[src/rtl/mem_pkg.sv]
// Shared constants and FSM state encoding for the burst master and the
// single-port memory it drives.
package mem_pkg;

  localparam int MEM_DEPTH   = 16;
  localparam int MEM_WIDTH   = 32;
  localparam int MEM_TIMEOUT = 8;

  typedef enum logic [2:0] {
    ST_IDLE,
    ST_FETCH,
    ST_ISSUE,
    ST_WAIT,
    ST_DRAIN
  } state_e;

endpackage

[src/rtl/mem_burst_ctrl.sv]
// Burst command master: splits one write/read burst into single-beat
// valid/ready memory accesses, with a ready timeout abort.
module mem_burst_ctrl
  import mem_pkg::*;
#(
  parameter int DEPTH      = MEM_DEPTH,
  parameter int WIDTH      = MEM_WIDTH,
  parameter int ADDR_WIDTH = $clog2(DEPTH),
  parameter int TIMEOUT    = MEM_TIMEOUT
) (
  input  logic                  clk_i,
  input  logic                  rst_i,
  input  logic                  cmd_valid_i,
  output logic                  cmd_ready_o,
  input  logic                  cmd_wr_i,
  input  logic [ADDR_WIDTH-1:0] cmd_addr_i,
  input  logic [ADDR_WIDTH-1:0] cmd_len_i,
  input  logic                  wd_valid_i,
  output logic                  wd_ready_o,
  input  logic [WIDTH-1:0]      wd_data_i,
  output logic                  rd_valid_o,
  input  logic                  rd_ready_i,
  output logic [WIDTH-1:0]      rd_data_o,
  output logic                  mem_valid_o,
  output logic                  mem_wr_rd_en_o,
  output logic [ADDR_WIDTH-1:0] mem_addr_o,
  output logic [WIDTH-1:0]      mem_wdata_o,
  input  logic                  mem_ready_i,
  input  logic [WIDTH-1:0]      mem_rdata_i,
  output logic                  done_o,
  output logic                  err_o
);

  localparam int TW = $clog2(TIMEOUT + 1);

  state_e                state_q, state_d;
  logic                  wr_q, wr_d;
  logic [ADDR_WIDTH-1:0] addr_q, addr_d;
  logic [ADDR_WIDTH-1:0] remain_q, remain_d;
  logic [WIDTH-1:0]      wdata_q, wdata_d;
  logic [WIDTH-1:0]      rdata_q, rdata_d;
  logic                  rvalid_q, rvalid_d;
  logic [TW-1:0]         timer_q, timer_d;
  logic                  done_q, done_d;
  logic                  err_q, err_d;
  logic                  advance;

  always_ff @(posedge clk_i or negedge rst_i) begin
    if (!rst_i) begin
      state_q  <= ST_IDLE;
      wr_q     <= 1'b0;
      addr_q   <= '0;
      remain_q <= '0;
      wdata_q  <= '0;
      rdata_q  <= '0;
      rvalid_q <= 1'b0;
      timer_q  <= '0;
      done_q   <= 1'b0;
      err_q    <= 1'b0;
    end else begin
      state_q  <= state_d;
      wr_q     <= wr_d;
      addr_q   <= addr_d;
      remain_q <= remain_d;
      wdata_q  <= wdata_d;
      rdata_q  <= rdata_d;
      rvalid_q <= rvalid_d;
      timer_q  <= timer_d;
      done_q   <= done_d;
      err_q    <= err_d;
    end
  end

  always_comb begin
    state_d  = state_q;
    wr_d     = wr_q;
    addr_d   = addr_q;
    remain_d = remain_q;
    wdata_d  = wdata_q;
    rdata_d  = rdata_q;
    rvalid_d = rvalid_q;
    timer_d  = timer_q;
    done_d   = 1'b0;
    err_d    = err_q;
    advance  = 1'b0;

    case (state_q)
      ST_IDLE: begin
        if (cmd_valid_i) begin
          wr_d     = cmd_wr_i;
          addr_d   = cmd_addr_i;
          remain_d = cmd_len_i;
          err_d    = 1'b0;
          state_d  = cmd_wr_i ? ST_FETCH : ST_ISSUE;
        end
      end
      ST_FETCH: begin
        if (wd_valid_i) begin
          wdata_d = wd_data_i;
          state_d = ST_ISSUE;
        end
      end
      ST_ISSUE: begin
        timer_d = '0;
        state_d = ST_WAIT;
      end
      ST_WAIT: begin
        if (mem_ready_i) begin
          if (wr_q) begin
            advance = 1'b1;
          end else begin
            rdata_d  = mem_rdata_i;
            rvalid_d = 1'b1;
            state_d  = ST_DRAIN;
          end
        end else if (timer_q == TW'(TIMEOUT - 1)) begin
          err_d   = 1'b1;
          done_d  = 1'b1;
          state_d = ST_IDLE;
        end else begin
          timer_d = timer_q + 1'b1;
        end
      end
      ST_DRAIN: begin
        if (rd_ready_i) begin
          rvalid_d = 1'b0;
          advance  = 1'b1;
        end
      end
      default: state_d = ST_IDLE;
    endcase

    // Beat completion decides end-of-burst in the same cycle, no extra state.
    if (advance) begin
      if (remain_q == '0) begin
        done_d  = 1'b1;
        state_d = ST_IDLE;
      end else begin
        remain_d = remain_q - 1'b1;
        addr_d   = (addr_q == ADDR_WIDTH'(DEPTH - 1)) ? '0 : addr_q + 1'b1;
        state_d  = wr_q ? ST_FETCH : ST_ISSUE;
      end
    end
  end

  assign cmd_ready_o    = (state_q == ST_IDLE);
  assign wd_ready_o     = (state_q == ST_FETCH);
  assign mem_valid_o    = (state_q == ST_ISSUE);
  assign mem_wr_rd_en_o = wr_q;
  assign mem_addr_o     = addr_q;
  assign mem_wdata_o    = wdata_q;
  assign rd_valid_o     = rvalid_q;
  assign rd_data_o      = rdata_q;
  assign done_o         = done_q;
  assign err_o          = err_q;

endmodule
[config.mk]
export PLATFORM = sky130hd
export DESIGN_NAME = mem_burst_ctrl
export DESIGN_NICKNAME = d
export VERILOG_FILES = /design/src/rtl/mem_pkg.sv /design/src/rtl/mem_burst_ctrl.sv
export SDC_FILE = /design/constraint.sdc
export NUM_CORES = 1
export LEC_CHECK = 0
export ABC_AREA = 1
export CORE_UTILIZATION = 45
export DETAILED_ROUTE_END_ITERATION = 10
export PLACE_DENSITY = 0.84
export SYNTH_ARGS = -nofsm -noshare
export SYNTH_HDL_FRONTEND = slang
export SYNTH_SLANG_ARGS = --single-unit
export TNS_END_PERCENT = 10
[constraint.sdc]
create_clock -name clk_i -period 4.2 [get_ports clk_i]
set_input_delay 0.84 -clock clk_i [delete_from_list [all_inputs] [get_ports clk_i]]
set_output_delay 0.84 -clock clk_i [all_outputs]
set_load 0.005 [all_outputs]
==> impl_results.md <==
- Ys async rst share: 100%
- Largest cells by area after synthesis: dfrtp_1 (57%), nand2_1 (16%), nand3_1 (6.6%), inv_1 (6.0%), o21ai_0 (4.1%)
- Worst Path Required: 3360 ps
- Max-cap violations: 0
- RePlAce Congestion: 0.832
- Per-cell routed wire length: 12.5 um
- Layout cells sized above 1: 4.22%
- Final period util: 66.9%
- DRC Markers: 0
- Clk slew on worst S/H paths: 80 ps
- RR Endpoint: mem_wdata_o[14]
- Mean post-synth cell area: 8.30 um2
- H-tree level count: 3
- Total setup buffers inserted after CTS: 0
- Dominant cell type by area after synthesis: dfrtp_1
- Vias: 3,318
- Final hold violations: 0
- CP top delay family: buffers and inverters
- Boundary Pins: 154
- Pwr Total: 3.48 mW
- Setup ws final: 1390 ps
- # hold bufs at CTS: 0
- Crit. End Element: output pin
- Initial DRC count: 106
- Cell Area, Synth: 3640 um2
- Core ar.: 7770 um2
- Synth Warn #: 0
- EDFF count, synth: 0
- Hold slack: 473 ps
- Total track usage: 21.3%
- CP Depth: 5
- Crit path time final: 2810 ps
- Layout Nets: 669
- Largest net degree at the start of global routing: 84
- Final HPWL from detailed placement: 6.26 mm
- DRT Pass-1 Iters: 4
- Pre-CTS setup slack: 1470 ps
- Yosys reg bits: 83
- FMAX: 356 MHz
- Reg2reg start: state_q[2]
- Initial antenna violation count: 0
- Most frequent cells after synthesis: nand2_1 (160), dfrtp_1 (83), inv_1 (58), nand3_1 (48), o21ai_0 (30)
- R2R depth: 7
- CP Cell Sequence: inv_1 > nand2_1 > nor2_2 > buf_4 > clkdlybuf4s50_1
- Worst-margin pin slew: 1010 ps
- Power Density: 639 nW/um2
- Via density: 4.78
- CTS max path bufs: 2
- Max_slew headroom: 32.8%
- Worst path arrival time: 1970 ps
- Antenna cell count: 0
- Crit path to: wd_ready_o
- Cells after Synth: 439
- Post-Route WL: 8.65 mm
- Cell variety after synth: 22
- Number of port buffers: 153
- Initial Util: 46.9%
- Grt ovf: 0
- Slowest library cell on the worst path: clkdlybuf4s50_1
- Vias in the first global route: 3,137
- Crit Path Class: register to output pin
- CP peak stage delay: 570 ps
- Buffers plus inverters on the worst setup path: 3
- CTS tree: done
- Worst hold path class: register to register
- First-pass GRT wire length: 14.4 mm
- Synth Net Count: 521
- Largest fanout on the critical path: 35
- Most frequent cell after synthesis: nand2_1
- Most used DFF post-synth: dfrtp_1
- Clock Sink Count: 83
- Final setup viols: 0
- CTS Root Cell: clkbuf_8
- Post-cts sizing count: 0
- Chip width: 92.0 um
- Setup slack, reg-to-reg: 2030 ps
- Worst setup path start: state_q[2]
- Maximum VDD drop: 0.000277 V
- Total CTS buffers: 9
- Crit path launch type: register
- Full die area: 8460 um2
- Fill cell count: 619
- Worst skew pair latency: 330 ps
- Leak pwr: 2.71 nW
- Outcome: finished, final reports clean
- Unrepaired setup endpoints after global routing: no
- Share of the synthesized area in the top cell type: 57.0%
- Placed inst area: 5220 um2
- Num rows: 32
- Pins Over Slew Limit: 0
- Final Instance Area: 5450 um2
- Setup_tns: 0 ps
- Register area share after synthesis: 57.0%
- Routed Antenna Nets: 0
- Layout area overhead: 49.4%
- Die Height: 92.0 um
- Clock skew: 7.99 ps
cells in the final DEF (no fill, tap or decap):
cell type and n:
nor2_4 1, nand3_2 1, o21ai_1 15, nor2_2 2, xnor2_1 1, nand3_1 47
clkdlybuf4s50_1 152, clkbuf_8 10, o21a_1 1, bufinv_16 2, dfrtp_1 83, nand2_2 2
xor2_1 2, a21oi_1 5, ha_1 3, clkinvlp_4 1, or2_0 1, nand4_1 1
nor3_1 2, inv_1 58, nor2_1 5, inv_6 1, o21ai_0 30, clkbuf_1 1
buf_4 4, nand2_1 160, clkinv_4 1
through the flow:
stage / instances / utilization (%)
5_1_grt: 694 / 70.1
3_3_place_gp: 678 / 67.2
6_report: 694 / 70.1
2_1_floorplan: 439 / -
4_1_cts: 694 / 70.1
3_5_place_dp: 678 / 67.2
tightest hold or removal path, cell delays in order, from the launching register on:
cell and delay, ps:
dfrtp_1 340, nand2_1 50, nand2_1 50
state kept, by name (all words and copies together) (netlist names):
register / flops
done_o: 1
err_o: 1
mem_addr_o: 4
mem_wdata_o: 32
mem_wr_rd_en_o: 1
rd_data_o: 32
rd_valid_o: 1
remain_q: 4
state_q: 3
timer_q: 4
metal layers:
| layer | GRT usage [%] | wire, um |
|---|---|---|
| met5 | 0 | 0 |
| met1 | 27.9 | 3780 |
| met2 | 35.4 | 4100 |
| met4 | 7.03 | 129 |
| met3 | 4.23 | 635 |
how the worst min path moves through the flow:
stage / from / end / slack (ps) / depth (start not counted)
final: mem_wdata_o[20] / mem_wdata_o[20] / 470 / 2
after global placement: mem_wdata_o[11] / mem_wdata_o[11] / 450 / 2
after detailed placement: mem_wdata_o[6] / mem_wdata_o[6] / 460 / 2
after CTS: mem_wdata_o[4] / mem_wdata_o[4] / 480 / 2
after floorplan: mem_wdata_o[0] / mem_wdata_o[0] / 470 / 2
after global routing: mem_wdata_o[20] / mem_wdata_o[20] / 490 / 2
cells by family after synthesis:
| family | after synthesis | synth area share (%) |
|---|---|---|
| adders and majority gates | 3 | 1.03 |
| DFF | 83 | 57.0 |
| AOI/OAI and AO/OA | 51 | 7.07 |
| buffers and inverters | 77 | 8.99 |
| and+or+nand+nor | 222 | 25.2 |
| xor gates and xnor gates | 3 | 0.721 |
where the power goes:
part	internal (mW)	switching [mW]
registers	1.14	0.215
clock network	0.355	0.282
logic	0.833	0.657
final cells by class:
cell class / count / area (um2) / share of cell area [%]
timing repair buffer: 156 / 1550 / 28.5
multi-input combinational: 279 / 1240 / 22.9
inverter: 58 / 218 / 4.00
sequential: 83 / 2080 / 38.1
clock buffer: 11 / 141 / 2.60
clock inverter: 5 / 85.1 / 1.56
tap: 102 / 128 / 2.34
No activity file was read; power rests on OpenSTA's default activity.
